--- src/rtl/mac_bist_pkg.sv ---
// Shared types and constants for the MAC slice BIST controller.
package mac_bist_pkg;

    localparam int unsigned N_LANES = 256;
    localparam int unsigned W_BITS  = 4;
    localparam int unsigned SUM_W   = 16;
    localparam int unsigned IDX_W   = 8;
    localparam int unsigned EXP_ONE = 15;
    localparam int unsigned EXP_TWO = 30;

    typedef enum logic [2:0] {
        ST_IDLE   = 3'd0,
        ST_S1_RUN = 3'd1,
        ST_GAP    = 3'd2,
        ST_S2_RUN = 3'd3,
        ST_DONE   = 3'd4
    } state_t;

    typedef enum logic [2:0] {
        FT_NONE         = 3'd0,
        FT_SAF          = 3'd1,
        FT_WIRED_AND    = 3'd2,
        FT_DOMINANT     = 3'd3,
        FT_DOMINANT_AND = 3'd4,
        FT_WIRED_OR     = 3'd5
    } fault_t;

    // Bridge classification of two consecutive stage-2 sums, in priority order.
    function automatic fault_t classify_bridge(input logic [SUM_W-1:0] prev,
                                               input logic [SUM_W-1:0] cur);
        logic [SUM_W-1:0] one;
        logic [SUM_W-1:0] two;
        one = SUM_W'(EXP_ONE);
        two = SUM_W'(EXP_TWO);
        if (prev == '0 && cur == '0)
            return FT_WIRED_AND;
        else if ((prev == two && cur == '0) || (prev == '0 && cur == two))
            return FT_DOMINANT;
        else if (prev == '0 && cur == one)
            return FT_DOMINANT_AND;
        else if (prev == two && cur == two)
            return FT_WIRED_OR;
        else
            return FT_NONE;
    endfunction

endpackage

--- src/rtl/mac_bist_onehot.sv ---
// Registered 8->256 one-hot decoder with a zero-force input.
//   clk, rst : clock, synchronous active-high reset
//   sel      : lane index to set
//   zero     : force all-zero output
//   onehot   : registered decoded pattern
module mac_bist_onehot
    import mac_bist_pkg::*;
(
    input  logic               clk,
    input  logic               rst,
    input  logic [IDX_W-1:0]   sel,
    input  logic               zero,
    output logic [N_LANES-1:0] onehot
);

    always_ff @(posedge clk) begin
        if (rst || zero)
            onehot <= '0;
        else
            onehot <= N_LANES'(1) << sel;
    end

endmodule

--- src/rtl/mac_fault_bist_ctrl.sv ---
// BIST controller for the MAC slice: drives walking-one/weight patterns,
// samples the returned sum and reports the first fault found.
//   clk, rst     : clock, synchronous active-high reset
//   start        : begin a test from IDLE or DONE
//   in_array     : walking-one lane pattern to the MAC
//   weight_array : all-zero (stage 1) or all-one (gap/stage 2) weights
//   sum          : MAC result
//   busy, done   : test running / test finished
//   pass         : no fault found (valid with done)
//   fault_*      : type, lane index, SAF weight nibble and raw sum at detection
module mac_fault_bist_ctrl
    import mac_bist_pkg::*;
#(
    parameter int unsigned MAC_LATENCY = 1,
    parameter int unsigned SETTLE      = 2
) (
    input  logic                      clk,
    input  logic                      rst,
    input  logic                      start,
    output logic [N_LANES-1:0]        in_array,
    output logic [N_LANES*W_BITS-1:0] weight_array,
    input  logic [SUM_W-1:0]          sum,
    output logic                      busy,
    output logic                      done,
    output logic                      pass,
    output logic [2:0]                fault_type,
    output logic [IDX_W-1:0]          fault_index,
    output logic [W_BITS-1:0]         fault_weight,
    output logic [SUM_W-1:0]          fault_sum
);

    localparam int unsigned LAT_W = $clog2(MAC_LATENCY + 2);
    localparam int unsigned GAP_W = (SETTLE < 2) ? 1 : $clog2(SETTLE + 1);

    state_t             state_q, state_d;
    logic [IDX_W-1:0]   idx_q, idx_d;
    logic [LAT_W-1:0]   lat_q, lat_d;
    logic [GAP_W-1:0]   gap_q, gap_d;
    logic [SUM_W-1:0]   prev_q, prev_d;
    logic               wone_q, wone_d;
    logic               busy_d, done_d, pass_d;
    fault_t             ft_q, ft_d;
    logic [IDX_W-1:0]   fi_d;
    logic [W_BITS-1:0]  fw_d;
    logic [SUM_W-1:0]   fs_d;
    logic               sample, last_idx, zero_d;
    fault_t             hit;

    // State and output registers.
    always_ff @(posedge clk) begin
        if (rst) begin
            state_q      <= ST_IDLE;
            idx_q        <= '0;
            lat_q        <= '0;
            gap_q        <= '0;
            prev_q       <= '0;
            wone_q       <= 1'b0;
            busy         <= 1'b0;
            done         <= 1'b0;
            pass         <= 1'b0;
            ft_q         <= FT_NONE;
            fault_index  <= '0;
            fault_weight <= '0;
            fault_sum    <= '0;
        end else begin
            state_q      <= state_d;
            idx_q        <= idx_d;
            lat_q        <= lat_d;
            gap_q        <= gap_d;
            prev_q       <= prev_d;
            wone_q       <= wone_d;
            busy         <= busy_d;
            done         <= done_d;
            pass         <= pass_d;
            ft_q         <= ft_d;
            fault_index  <= fi_d;
            fault_weight <= fw_d;
            fault_sum    <= fs_d;
        end
    end

    // Next-state and next-output logic.
    always_comb begin
        state_d  = state_q;
        idx_d    = idx_q;
        lat_d    = lat_q;
        gap_d    = gap_q;
        prev_d   = prev_q;
        wone_d   = wone_q;
        busy_d   = busy;
        done_d   = done;
        pass_d   = pass;
        ft_d     = ft_q;
        fi_d     = fault_index;
        fw_d     = fault_weight;
        fs_d     = fault_sum;
        sample   = (lat_q == LAT_W'(MAC_LATENCY));
        last_idx = (idx_q == IDX_W'(N_LANES - 1));
        hit      = classify_bridge(prev_q, sum);

        case (state_q)
            ST_IDLE, ST_DONE: begin
                if (start) begin
                    state_d = ST_S1_RUN;
                    idx_d   = '0;
                    lat_d   = '0;
                    wone_d  = 1'b0;
                    busy_d  = 1'b1;
                    done_d  = 1'b0;
                    pass_d  = 1'b0;
                    ft_d    = FT_NONE;
                    fi_d    = '0;
                    fw_d    = '0;
                    fs_d    = '0;
                end
            end
            ST_S1_RUN: begin
                if (!sample) begin
                    lat_d = lat_q + LAT_W'(1);
                end else if (sum != '0) begin
                    state_d = ST_DONE;
                    busy_d  = 1'b0;
                    done_d  = 1'b1;
                    ft_d    = FT_SAF;
                    fi_d    = idx_q;
                    fw_d    = sum[W_BITS-1:0];
                    fs_d    = sum;
                end else if (last_idx) begin
                    state_d = ST_GAP;
                    gap_d   = '0;
                    wone_d  = 1'b1;
                end else begin
                    idx_d = idx_q + IDX_W'(1);
                    lat_d = '0;
                end
            end
            ST_GAP: begin
                if (gap_q >= GAP_W'(SETTLE - 1)) begin
                    state_d = ST_S2_RUN;
                    idx_d   = '0;
                    lat_d   = '0;
                    prev_d  = SUM_W'(EXP_ONE);
                end else begin
                    gap_d = gap_q + GAP_W'(1);
                end
            end
            ST_S2_RUN: begin
                if (!sample) begin
                    lat_d = lat_q + LAT_W'(1);
                end else if (hit != FT_NONE) begin
                    state_d = ST_DONE;
                    wone_d  = 1'b0;
                    busy_d  = 1'b0;
                    done_d  = 1'b1;
                    ft_d    = hit;
                    fi_d    = idx_q;
                    fs_d    = sum;
                end else if (last_idx) begin
                    state_d = ST_DONE;
                    wone_d  = 1'b0;
                    busy_d  = 1'b0;
                    done_d  = 1'b1;
                    pass_d  = 1'b1;
                end else begin
                    prev_d = sum;
                    idx_d  = idx_q + IDX_W'(1);
                    lat_d  = '0;
                end
            end
            default: begin
                state_d = ST_IDLE;
                wone_d  = 1'b0;
                busy_d  = 1'b0;
                done_d  = 1'b0;
            end
        endcase

        zero_d = !((state_d == ST_S1_RUN) || (state_d == ST_S2_RUN));
    end

    mac_bist_onehot u_onehot (
        .clk    (clk),
        .rst    (rst),
        .sel    (idx_d),
        .zero   (zero_d),
        .onehot (in_array)
    );

    assign weight_array = {(N_LANES*W_BITS){wone_q}};
    assign fault_type   = ft_q;

endmodule

--- config.mk ---
export PLATFORM = sky130hd
export DESIGN_NAME = mac_fault_bist_ctrl
export DESIGN_NICKNAME = d
export VERILOG_FILES = /design/src/rtl/mac_bist_pkg.sv /design/src/rtl/mac_bist_onehot.sv /design/src/rtl/mac_fault_bist_ctrl.sv
export SDC_FILE = /design/constraint.sdc
export NUM_CORES = 1
export LEC_CHECK = 0
export CAP_MARGIN = 40
export CORE_AREA = 2 2 522 524
export CTS_BUF_LIST = sky130_fd_sc_hd__clkbuf_4 sky130_fd_sc_hd__clkbuf_8
export CTS_CLUSTER_SIZE = 25
export DETAILED_ROUTE_END_ITERATION = 8
export DIE_AREA = 0 0 524 526
export GPL_TIMING_DRIVEN = 1
export PLACE_DENSITY = 0.36
export SETUP_SLACK_MARGIN = 0.5
export SYNTH_ARGS = -nofsm -noshare
export SYNTH_HDL_FRONTEND = slang
export SYNTH_HIERARCHICAL = 1
export SYNTH_SLANG_ARGS = --single-unit
--- constraint.sdc ---
create_clock -name clk -period 30.1 [get_ports clk]
set_clock_uncertainty 0.1 [all_clocks]
set_input_delay 4.515 -clock clk [delete_from_list [all_inputs] [get_ports clk]]
set_output_delay 4.515 -clock clk [all_outputs]
set_load 0.02 [all_outputs]
Word-level counts from Yosys, hierarchy flattened
Index checks and enable logic that the tools add are counted.
{ "op_classes": {"muxes": 81, "n_reduce_logical": 29, "n_lt_le_gt_ge": 1, "n_addsub": 3, "shifts": 1, "n_bitwise": 1, "eq_ne": 26} }
{ "op_table": {"columns": ["operator", "n"], "rows": [
  ["1-bit by 8-bit left shift with 256-bit output, first input constant", 1],
  ["16-bit two-way mux", 9],
  ["8-bit two-way mux", 12],
  ["3-bit two-way mux", 17],
  ["16-bit case mux with 3 select lines", 1],
  ["16-bit by 5-bit == test with 1-bit output, second input constant", 2],
  ["16-bit zero test", 2],
  ["16-bit case mux with 2 select lines", 1],
  ["8-bit case mux with 4 select lines", 1],
  ["2-bit != test, second input constant", 12],
  ["8-bit case mux with 3 select lines", 1],
  ["2-bit two-way mux", 11],
  ["5-bit AND reduction", 4],
  ["16-bit by 4-bit == test with 1-bit output, second input constant", 1],
  ["1-bit two-way mux", 16],
  ["16-bit nonzero test", 1],
  ["4-bit two-way mux", 3],
  ["1-bit case mux with 4 select lines", 3],
  ["3-bit case mux with 4 select lines", 1],
  ["6-bit AND reduction", 2],
  ["3-bit by 2-bit == test with 1-bit output, second input constant", 3],
  ["3-bit != test, second input constant", 3],
  ["3-bit case mux with 3 select lines", 1],
  ["8-bit by 1-bit adder with 8-bit output, second input constant", 1],
  ["other kinds (21)", 33]
]} }
{ "totals": {"reg_bits": 322, "in_bits": 19, "out_inout_bits": 1314} }

Depth between registers and ports, before layout
Gate-level depths: netlist of run 1.
{ "logic_depth": {"word_depth": 14, "mapped_depth": 14} }

Cells and area by module
The synthesis of run 1 kept the hierarchy.
{ "by_module_without_submodules": {"columns": ["module", "cells_per_inst", "area_per_inst_um2", "seq_area_each_um2", "n_inst"], "rows": [
  ["mac_fault_bist_ctrl", 1409, 11001.8, 1321.3, 1],
  ["mac_bist_onehot", 630, 7483.4, 5124.9, 1]
]} }

Worst setup path before layout of run 1
OpenSTA, ideal clock, no wires.
{ "synth_path": {"path_kind": "register to output", "start": "register wone_q", "end": "output weight_array[0]", "arrival_ns": 18.763, "slack_ns": 6.722, "path_stages_with_launch": 2, "t_required_ns": 25.485, "path_cell_list": "dfxtp_1 buf_4"} }
{ "synth_lines": {"columns": ["element", "line_no", "source"], "rows": [
  ["start: declaration", "mac_fault_bist_ctrl.sv:40", "logic wone_q, wone_d;"],
  ["start signal: assignment", "mac_fault_bist_ctrl.sv:71", "wone_q <= wone_d;"],
  ["end: declaration", "mac_fault_bist_ctrl.sv:21", "output logic [N_LANES*W_BITS-1:0] weight_array,"]
]} }
No word-level cell between the ends.

Worst setup path after layout of run 1
{ "layout_path": {"start": "register wone_q", "end": "output weight_array[899]"} }
No word-level cell between the ends.

==> results of run 1 <==
-- worst max-delay path, stage by stage (launching register included) --
cell             delay, ns
dfxtp_4               0.72
buf_4                 0.33
buf_16                0.32
buf_4                 0.44
buf_16                0.35
buf_12                0.57
buf_4                 0.55
buf_16                0.37
clkdlybuf4s50_1       0.70
-- layout by cell type (no fill, tap or decap), types with 6 or more instances in the layout --
master           count
a211oi_1             6
nor2_1              22
inv_1               11
or4_1                7
nor4_1               8
nor3_1             202
buf_4               29
nand2_1             38
dfxtp_1            321
clkdlybuf4s50_1   1331
a21oi_1             22
clkbuf_4            14
a22o_1              31
nor3_2              70
a31oi_1             12
clkbuf_8            67
nand4_1              6
buf_8                6
o22ai_1              8
o21ai_0             13
nand3_1             12
-- power groups by stage --
stage	combinational, mW	clock (mW)	sequential [mW]
after CTS	0.0416	0.459	0.430
after detailed placement	0.0414	0	0.439
final	0.0390	0.439	0.430
after global placement	0.0410	0	0.439
after global routing	0.0422	0.476	0.430
after floorplan	0.0179	0	0.441
-- worst paths after layout --
path | start | endpoint | slack (ns)
setup / recovery | wone_q | weight_array[899] | 19.96
hold reg to reg | fault_weight[2] | fault_weight[2] | 0.35
setup reg to reg | prev_q[7] | u_onehot/onehot[96] | 25.15
hold / removal | fault_weight[2] | fault_weight[2] | 0.35
-- through the flow --
step | util [%] | worst slack [ns] | hold slack (ns)
2_1_floorplan | - | 6.722 | 0.3363
6_report | 11.06 | 19.96 | 0.3525
3_3_place_gp | 10.50 | 19.91 | 0.3443
5_1_grt | 11.06 | 19.40 | 0.3749
3_5_place_dp | 10.61 | 20.45 | 0.3500
4_1_cts | 11.06 | 19.76 | 0.3588
-- metal layers --
metal  GRT usage, %  vias up  part of all wire, %
li1               -     6307                    -
met1          4.857     5914                   39
met2          8.548      754                   51
met3         0.9704       84                  7.1
met4          1.646        2                  2.9
met5              0        -                0.016
-- registers in the layout, indices dropped and copies added, names as in the netlist --
name,count
gap_q,2
fault_index,8
wone_q,1
pass,1
prev_q,16
fault_weight,4
done,1
u_onehot/onehot,256
fault_sum,16
state_q,3
fault_type,3
busy,1
lat_q,2
idx_q,8
-- logic make-up (layout without fill, tap and decap cells) --
logic type	count (synthesis)	in the layout	share of synthesized area, %
other	0	4	0
muxes	3	3	0.1760
DFF	322	322	34.87
xor gates and xnor gates	1	1	0.04739
buffers and inverters	1148	1484	44.88
AOI/OAI and AO/OA	136	136	5.422
and+or+nand+nor	427	427	14.47
adders and majority gates	2	2	0.1354
-- cell type report --
| class | count | share of cell area, % |
|---|---|---|
| inverter | 11 | 0.1384 |
| clock buffer | 81 | 3.443 |
| multi-input combinational | 569 | 12.70 |
| tap | 3570 | 14.97 |
| clock inverter | 13 | 0.5871 |
| sequential | 322 | 21.62 |
| timing repair buffer | 1379 | 46.51 |
| antenna | 4 | 0.03355 |
==> results by group, run 1 <==
Synth
  – Synth Register Bits: 322
  – Yosys warns: 6
  – Fraction of registers with async set/reset: 0%
  – Top FF cell, synth: dfxtp_1
  – Syn_nets: 2,060
  – Top-count cell post-synth: buf_4
  – Synth top area share: between 40% and 50%
  – Post-Syn Instances: between 2,000 and 2,500
  – Mean Syn Cell Area: approximately 9.1 um^2
  – Synth top area cells: buf_4 (42%), dfxtp_1 (35%), nor3_1 (5.5%)
  – Seq/Total Area, Yosys: roughly a third
  – EDFF count, synth: 0
  – Post-Syn Area: about 18,000 um^2
  – Largest area contributor in the netlist: buf_4
  – Number of distinct library cells after synthesis: 67
  – Commonest cells post-synth: buf_4 (1,027), dfxtp_1 (322), nor3_1 (202)

Outcome
  – Status: finished, final reports clean

Global route
  – Largest net degree at the start of global routing: 289
  – First-pass GRT wire length: ~94,000 um
  – Total Routing Usage GR: 4.524%
  – Initial antenna violation count: 3
  – Total overflow reported by the global router: 0
  – Vias in the first global route: between 10,000 and 15,000

Drt
  – WL final: 70,080 um
  – Pre-Repair DR Iteration Count: 5
  – Post-DRT Antenna Nets: 0
  – Vias: ~13,000
  – DR WL/cell: 11.78 um
  – DRC violations left: 0
  – Drt first-iter violations: between 400 and 500
  – Vias per cell: between 2 and 2.5

Placed design
  – Post-Place Cells: around 5,900
  – Placed cell area: 28,630 um^2
  – DPL Wire Length: roughly 53,000 um
  – Final Wtd Congestion: 0.7169
  – Port Buf Inserts: 1,332

Power
  – Flop pwr share: a little under half
  – Switching portion of total power: between 20 and 25%
  – Clock Power Share: around 48%
  – Combinational Power Share: 4.3%
  – Psw: 0.2223 mW
  – Internal Power: 0.6854 mW
  – VDD IR max: 0.03043 mV
  – Leakage: 8.734 nW
  – Overall power: between 0.9 and 1 mW
  – Cell Pwr Density: roughly 30 nW/um^2

Die
  – Core Region: 269,800 um^2
  – DIE AREA: 275,600 um^2
  – Die height: about 530 um
  – Die span in x: about 520 um
  – # IOs: 1,333
  – Starting Density: 6.851%
  – FP Rows: ~190

Timing
  – RSZ-0062 raised after global routing: no
  – Slew Viols, Final: 0
  – Final hold violation count: 0
  – TNS Setup: 0 ns
  – Setup-failing EPs final: 0
  – Worst slew pin tran: 1.079 ns
  – Final min period: around 10 ns
  – Tcrit/Tclk final: 33.70%
  – Rel. slew slack: between 20% and 30%
  – Max Clk Rate: 0.09859 GHz

Clock network
  – Max Root-Sink Buffers: 3
  – Reg clk slew, reported paths: about 0.070 ns
  – Num CTS Buffers: 53
  – CTS H-tree lvls: 2
  – CTS tree: built
  – Clock sink count: 322
  – CTS Root Cell: clkbuf_8
  – Later-pin clock latency in the skew report: 0.67 ns
  – CTS Hold Bufs: 0
  – # Post-CTS Setup Buffers: 0
  – Post-CTS sizing: 0

Layout
  – Sequential Area: approximately 6400 um^2
  – Fin cells: 5,949
  – Nets: 2,357
  – Area occupied by multi-input gates: 3790 um^2
  – Filler Cells Inserted: 30,683
  – Post-route cell area: 29,840 um^2
  – Share of layout cells above drive strength 1: 10.48%
  – Area delta synth->final: 61.42%

Worst setup path
  – Data arrival, critical path: 5.53 ns
  – Worst R2R Path Depth: 9
  – Worst-path maximum fanout: 288
  – Type of origin of the critical path: flip-flop
  – Critical path capture point type: output pin
  – Worst endpoint required time: around 25 ns
  – CP Class: flip-flop to output pin

Run
  – Max_cap viols: 0

Min path
  – Hold path cells: 2
  – Hold Crit Class: flip-flop to flip-flop
Note: power is estimated with default switching activity, not from simulation.
==> inputs of run 2 (changes only) <==
CORE_AREA = 2 2 514 516   (was 2 2 522 524)
DIE_AREA = 0 0 516 518   (was 0 0 524 526)
PLACE_DENSITY = 0.37   (was 0.36)
clock period = 8.3 ns   (was 30.1 ns; I/O delays follow)
==> run 2 against run 1 <==
Compared with the run above:
- count of clock-buffer cells in the layout rose by 2
- sequential cell count did not move
- global-route usage rose by 0.24 points
- sequential power rose to 3.6 times the previous value
- non-clock buffer count fell by 4
- critical path type is now primary input to flip-flop
- critical endpoint is now u_onehot/onehot[11]
==> results by group, run 2 (synthesis gave the netlist of run 1 again) <==
Outcome
  – Status: finished, final reports clean

Layout
  – Top flop regs: u_onehot/onehot: 256 flops, fault_sum: 16 flops, prev_q: 16 flops
  – Most frequent cells in the layout: clkdlybuf4s50_1 (1,331), dfxtp_1 (321), nor3_1 (202)
  – Max reg flops: 256 (unchanged)
  – Final core utilization: 11.37% (+0.31 points)
  – Area delta synth->final: 60.82%
  – Share of layout cells above drive strength 1: 10.67% (+0.19 points)
  – Most common cell after layout, fill and taps aside: clkdlybuf4s50_1
  – Filler Cells Inserted: 30,021 (-2.2%)
  – Nets: 2,356 (-0.042%)
  – Post-route cell area: 29,730 um^2 (-0.37%)
  – Biggest register: u_onehot/onehot
  – Fin cells: 5,897 (-0.87%)

Placed design
  – DPL Wire Length: 53,840 um (+2.1%)
  – Final Wtd Congestion: 0.7500 (+4.6%)
  – Placed cell area: 28,430 um^2 (-0.67%)
  – DP Worst Slack: 2.053 ns (-18.40 ns)
  – Post-Place Cells: 5,792 (-1.0%)
  – Port Buf Inserts: 1,332 (unchanged)

Power
  – Clock Power Share: 49.3% (+1.0 points)
  – Flop pwr share: 46.7% (-0.7 points)
  – Switching portion of total power: 23.69% (-0.79 points)
  – Combinational Power Share: 4.0% (-0.3 points)
  – VDD IR max: 0.09691 mV (+220%)
  – Internal Power: 2.546 mW (+270%)
  – Cell Pwr Density: 112.3 nW/um^2 (+270%)
  – Leakage: 8.717 nW (-0.19%)
  – Psw: 0.7906 mW (+260%)

Die
  – DIE AREA: 267,300 um^2 (-3.0%)
  – Die height: 518 um (-1.5%)
  – Starting Density: 7.067% (+0.22 points)
  – Die span in x: 516 um (-1.5%)
  – FP Rows: 188 (-1.6%)
  – Core Region: 261,600 um^2 (-3.1%)
  – # IOs: 1,333 (unchanged)

Drt
  – Vias per cell: 2.252 (+2.6%)
  – DRC violations left: 0 (unchanged)
  – DR WL/cell: 12.13 um (+2.9%)
  – Post-DRT Antenna Nets: 0 (unchanged)
  – Vias: 13,281 (+1.7%)
  – Pre-Repair DR Iteration Count: 5 (unchanged)
  – WL final: 71,520 um (+2.0%)
  – Drt first-iter violations: 683 (+38%)

Clock network
  – CTS Root Cell: clkbuf_8
  – Clock sink count: 322 (unchanged)
  – Post-CTS sizing: 0 (unchanged)
  – # Post-CTS Setup Buffers: 0 (unchanged)
  – Max Root-Sink Buffers: 3 (unchanged)
  – CTS H-tree lvls: 2 (unchanged)
  – CTS tree: built
  – CTS Hold Bufs: 0 (unchanged)
  – Num CTS Buffers: 56 (+5.7%)
  – Reg clk slew, reported paths: 0.06 ns (about the same)
  – Later-pin clock latency in the skew report: 0.68 ns (about the same)

Timing
  – Slew Viols, Final: 0 (unchanged)
  – Worst slew pin tran: 1.097 ns (+0.01814 ns)
  – Final hold violation count: 0 (unchanged)
  – Rel. slew slack: 26.87% (-1.2 points)
  – Min setup slack post-route: 2.648 ns (-17.31 ns)
  – TNS Setup: 0 ns (unchanged)
  – Final min period: 5.652 ns
  – Max Clk Rate: 0.1769 GHz
  – Tcrit/Tclk final: 68.09%
  – Setup-failing EPs final: 0 (unchanged)
  – RSZ-0062 raised after global routing: no

Global route
  – First-pass GRT wire length: 96,320 um (+2.9%)
  – Vias in the first global route: 12,835 (+2.6%)
  – Initial antenna violation count: 9 (+6)
  – Total Routing Usage GR: 4.761% (+0.24 points)
  – Largest net degree at the start of global routing: 308 (+6.6%)
  – Total overflow reported by the global router: 0 (unchanged)

Worst setup path
  – Worst-path maximum fanout: 26 (-91%)
  – Critical path capture point type: flip-flop
  – Crit-path slowest cell: clkdlybuf4s50_1
  – Worst path cell trace: clkdlybuf4s50_1 -> or4_1 -> or4_1 -> nor3_1 -> o211ai_1 -> a221o_1 -> a22oi_1 -> buf_4 -> or3b_1 -> buf_4 -> nor3_1
  – Worst endpoint required time: 8.70 ns (-16.79 ns)
  – Buffers and inverters on the worst path: 3 (-5)
  – Data arrival, critical path: 6.06 ns (+0.53 ns)
  – Type of origin of the critical path: primary input
  – Worst path max stage delay: 0.75 ns (+0.03 ns)
  – CP Class: primary input to flip-flop
  – CP top delay family: simple AND/OR/NAND/NOR gates

Min path
  – Hold Crit Class: flip-flop to flip-flop

Run
  – Max_cap viols: 0 (unchanged)
[run 2: stage by stage]
stage	power (mW)	hold WS, ns
floorplan	1.663	0.3363
detailed placement	1.731	0.3476
global placement	1.730	0.3460
finish	3.337	0.3557
global route	3.476	0.3773
CTS	3.408	0.3561
[run 2: per-layer routing]
layer  wire length, um  GRT usage, %
met2             36650         9.082
met5                13             0
met3              6178         1.232
met1             26850         5.015
met4              1822         1.471
[run 2: path summary, 6_finish.rpt]
| path | cells past startpoint | start | to | slack [ns] |
|---|---|---|---|---|
| setup / recovery | 11 | sum[2] | u_onehot/onehot[11] | 2.65 |
| hold / removal | 2 | fault_weight[3] | fault_weight[3] | 0.36 |
| hold reg to reg | 2 | fault_weight[3] | fault_weight[3] | 0.36 |
| setup reg to reg | 9 | prev_q[7] | u_onehot/onehot[11] | 3.28 |
[run 2: area by class of cell]
class | instances | area, um^2 | share of cell area, %
antenna | 2 | 5.005 | 0.01684
clock buffer | 83 | 1067 | 3.590
clock inverter | 20 | 221.5 | 0.7449
inverter | 11 | 41.29 | 0.1389
multi-input combinational | 569 | 3785 | 12.73
sequential | 322 | 6450 | 21.70
tap | 3515 | 4398 | 14.79
timing repair buffer | 1375 | 13760 | 46.29
[run 2: tightest hold or removal path, cell delays in order (launching register included)]
cell and delay (ns):
dfxtp_1 0.31, nand2_1 0.05, a21oi_1 0.05
[run 2: power groups by stage]
stage / combinational, mW / clock (mW) / sequential (mW)
after global routing: 0.143 / 1.77 / 1.56
after floorplan: 0.0650 / 0 / 1.60
after global placement: 0.137 / 0 / 1.59
after CTS: 0.138 / 1.71 / 1.56
final: 0.134 / 1.64 / 1.56
after detailed placement: 0.138 / 0 / 1.59
==> inputs of run 3 (changes only) <==
CORE_AREA = 2 2 522 524   (was 2 2 514 516)
DIE_AREA = 0 0 524 526   (was 0 0 516 518)
PLACE_DENSITY = 0.36   (was 0.37)
clock period = 5.9 ns   (was 8.3 ns; I/O delays follow)
==> run 3 against run 2 <==
Compared with the run above:
- cell count rose by 1.3%
- register-to-register slack lost 2.1 ns
- sequential share of layout area is 0.15 points lower
- via count shrank 0.58%
- highest routed layer is now met4
- utilization down 0.27 points
- count of clock-buffer cells in the layout stayed put
- routed wire length fell by 1.7%
- critical path depth unchanged
- global-route usage fell by 0.23 points
- worst hold slack about the same
- critical endpoint is now u_onehot/onehot[65]
- first-iteration DRC count down 23%
- die area is 3.1% higher
==> results by group, run 3 (synthesis gave the netlist of run 1 again) <==
Worst setup path
  – Worst endpoint required time: 6.31 ns (-2.39 ns)
  – Type of origin of the critical path: primary input
  – Worst-path maximum fanout: 48 (+85%)
  – CP top delay family: simple AND/OR/NAND/NOR gates
  – Worst path max stage delay: 0.64 ns (-0.11 ns)
  – Data arrival, critical path: 5.33 ns (-0.73 ns)
  – Worst path cell trace: clkdlybuf4s50_1 -> or4_1 -> or2_2 -> or4_4 -> a211oi_1 -> nor2_1 -> a21oi_1 -> buf_4 -> or4b_2 -> buf_12 -> nor3_1
  – Crit-path slowest cell: or4_1
  – Reg2Reg Setup Slack: 1.22 ns (-2.06 ns)
  – Critical path capture point type: flip-flop
  – CP Class: primary input to flip-flop
  – Buffers and inverters on the worst path: 3 (unchanged)

Clock network
  – # Post-CTS Setup Buffers: 0 (unchanged)
  – Clock sink count: 322 (unchanged)
  – CTS Hold Bufs: 0 (unchanged)
  – Post-CTS sizing: 0 (unchanged)
  – CTS tree: built
  – CTS H-tree lvls: 2 (unchanged)
  – Later-pin clock latency in the skew report: 0.67 ns (about the same)
  – Num CTS Buffers: 55 (-1.8%)
  – Max Root-Sink Buffers: 3 (unchanged)
  – CTS Root Cell: clkbuf_8
  – Reg clk slew, reported paths: 0.06 ns (about the same)

Timing
  – TNS Setup: 0 ns (unchanged)
  – Final hold violation count: 0 (unchanged)
  – Final min period: roughly 4.9 ns
  – Hold slack: 0.3561 ns (+0.0004260 ns)
  – RSZ-0062 raised after global routing: no
  – Max Clk Rate: between 0.2 and 0.25 GHz
  – Slew Viols, Final: 0 (unchanged)
  – Rel. slew slack: 40.61% (+14 points)
  – Tcrit/Tclk final: 83.43%
  – Worst slew pin tran: 0.8849 ns (-0.2121 ns)
  – Setup-failing EPs final: 0 (unchanged)

Global route
  – Vias in the first global route: 12,501 (-2.6%)
  – Largest net degree at the start of global routing: 207 (-33%)
  – First-pass GRT wire length: 94,380 um (-2.0%)
  – Total Routing Usage GR: 4.535% (-0.23 points)
  – Total overflow reported by the global router: 0 (unchanged)
  – Initial antenna violation count: 7 (-2)

Drt
  – Vias: 13,204 (-0.58%)
  – DRC violations left: 0 (unchanged)
  – DR WL/cell: 11.77 um (-3.0%)
  – Pre-Repair DR Iteration Count: 7 (+2)
  – Drt first-iter violations: 525 (-23%)
  – Vias per cell: 2.210 (-1.9%)
  – Post-DRT Antenna Nets: 0 (unchanged)
  – WL final: 70,300 um (-1.7%)

Die
  – Die span in x: 524 um (+1.6%)
  – Core Region: 269,800 um^2 (+3.1%)
  – FP Rows: 191 (+1.6%)
  – Die height: 526 um (+1.5%)
  – DIE AREA: 275,600 um^2 (+3.1%)
  – Starting Density: 6.851% (-0.22 points)
  – # IOs: 1,333 (unchanged)

Layout
  – Most frequent cells in the layout: clkdlybuf4s50_1 (1,331), dfxtp_1 (321), nor3_1 (202)
  – Sequential Area: 6450 um^2 (unchanged)
  – Max reg flops: 256 (unchanged)
  – Most common cell after layout, fill and taps aside: clkdlybuf4s50_1
  – Biggest register: u_onehot/onehot
  – Filler Cells Inserted: 30,721 (+2.3%)
  – Share of layout cells above drive strength 1: 11.29% (+0.62 points)
  – Area occupied by multi-input gates: 3769 um^2 (-0.43%)
  – Nets: 2,381 (+1.1%)
  – Top flop regs: u_onehot/onehot: 256 flops, fault_sum: 16 flops, prev_q: 16 flops
  – Fin cells: 5,974 (+1.3%)
  – Area delta synth->final: 61.96%

Outcome
  – Status: finished, final reports clean

Placed design
  – Port Buf Inserts: 1,332 (unchanged)
  – Final Wtd Congestion: 0.7372 (-1.7%)
  – Post-Place Cells: 5,873 (+1.4%)
  – DPL Wire Length: 53,400 um (-0.81%)

Run
  – Max_cap viols: 0 (unchanged)

Power
  – Leakage: 8.808 nW (+1.0%)
  – VDD IR max: 0.1167 mV (+20%)
  – Overall power: 4.585 mW (+37%)
  – Cell Pwr Density: 153.2 nW/um^2 (+36%)

Min path
  – Hold Crit Class: flip-flop to flip-flop
==> run 3: layout make-up <==
| class | instances | share of cell area (%) |
|---|---|---|
| Multi-Input combinational cell | 569 | 12.59 |
| Sequential cell | 322 | 21.54 |
| Clock inverter | 14 | 0.4639 |
| Inverter | 11 | 0.1379 |
| Antenna cell | 4 | 0.03343 |
| Clock buffer | 83 | 3.565 |
| Tap cell | 3570 | 14.92 |
| Timing Repair Buffer | 1401 | 46.75 |
==> run 3: where the power goes <==
| part | total, mW | leakage, nW | internal [mW] | switching [mW] |
|---|---|---|---|---|
| logic | 0.189 | 5.58 | 0.0610 | 0.128 |
| clock network | 2.20 | 0.633 | 1.24 | 0.960 |
| registers | 2.19 | 2.60 | 2.18 | 0.00859 |
| total | 4.59 | 8.81 | 3.49 | 1.10 |
==> run 3: path summary, 6_finish.rpt <==
path	from	end	depth (start not counted)
setup / recovery	sum[10]	u_onehot/onehot[65]	11
hold / removal	fault_weight[3]	fault_weight[3]	2
setup reg to reg	prev_q[7]	u_onehot/onehot[65]	10
hold reg to reg	fault_weight[3]	fault_weight[3]	2
==> run 3: worst reg2reg max path: stages, from the launching register on <==
cell      delay, ns
dfxtp_1        0.31
or4_1          0.57
or4b_4         0.58
or4_4          0.55
a211oi_1       0.56
nor2_1         0.36
a21oi_1        0.23
buf_4          0.18
or4b_2         0.64
buf_12         0.21
nor3_1         0.24
==> run 3: routing by layer <==
| metal | track usage [%] | share of wire [%] |
|---|---|---|
| met5 | 0 | 0 |
| met4 | 1.202 | 2.0 |
| met3 | 0.9376 | 7.3 |
| met2 | 8.474 | 51 |
| met1 | 5.130 | 40 |
==> run 3: metrics by stage <==
stage	utilization (%)	instance area, um^2	setup slack [ns]
3_5_place_dp	10.65	28720	0.4650
6_report	11.10	29940	0.9773
4_1_cts	11.09	29930	1.120
5_1_grt	11.09	29930	0.8732
2_1_floorplan	-	18490	-1.078
3_3_place_gp	10.65	28720	0.3702
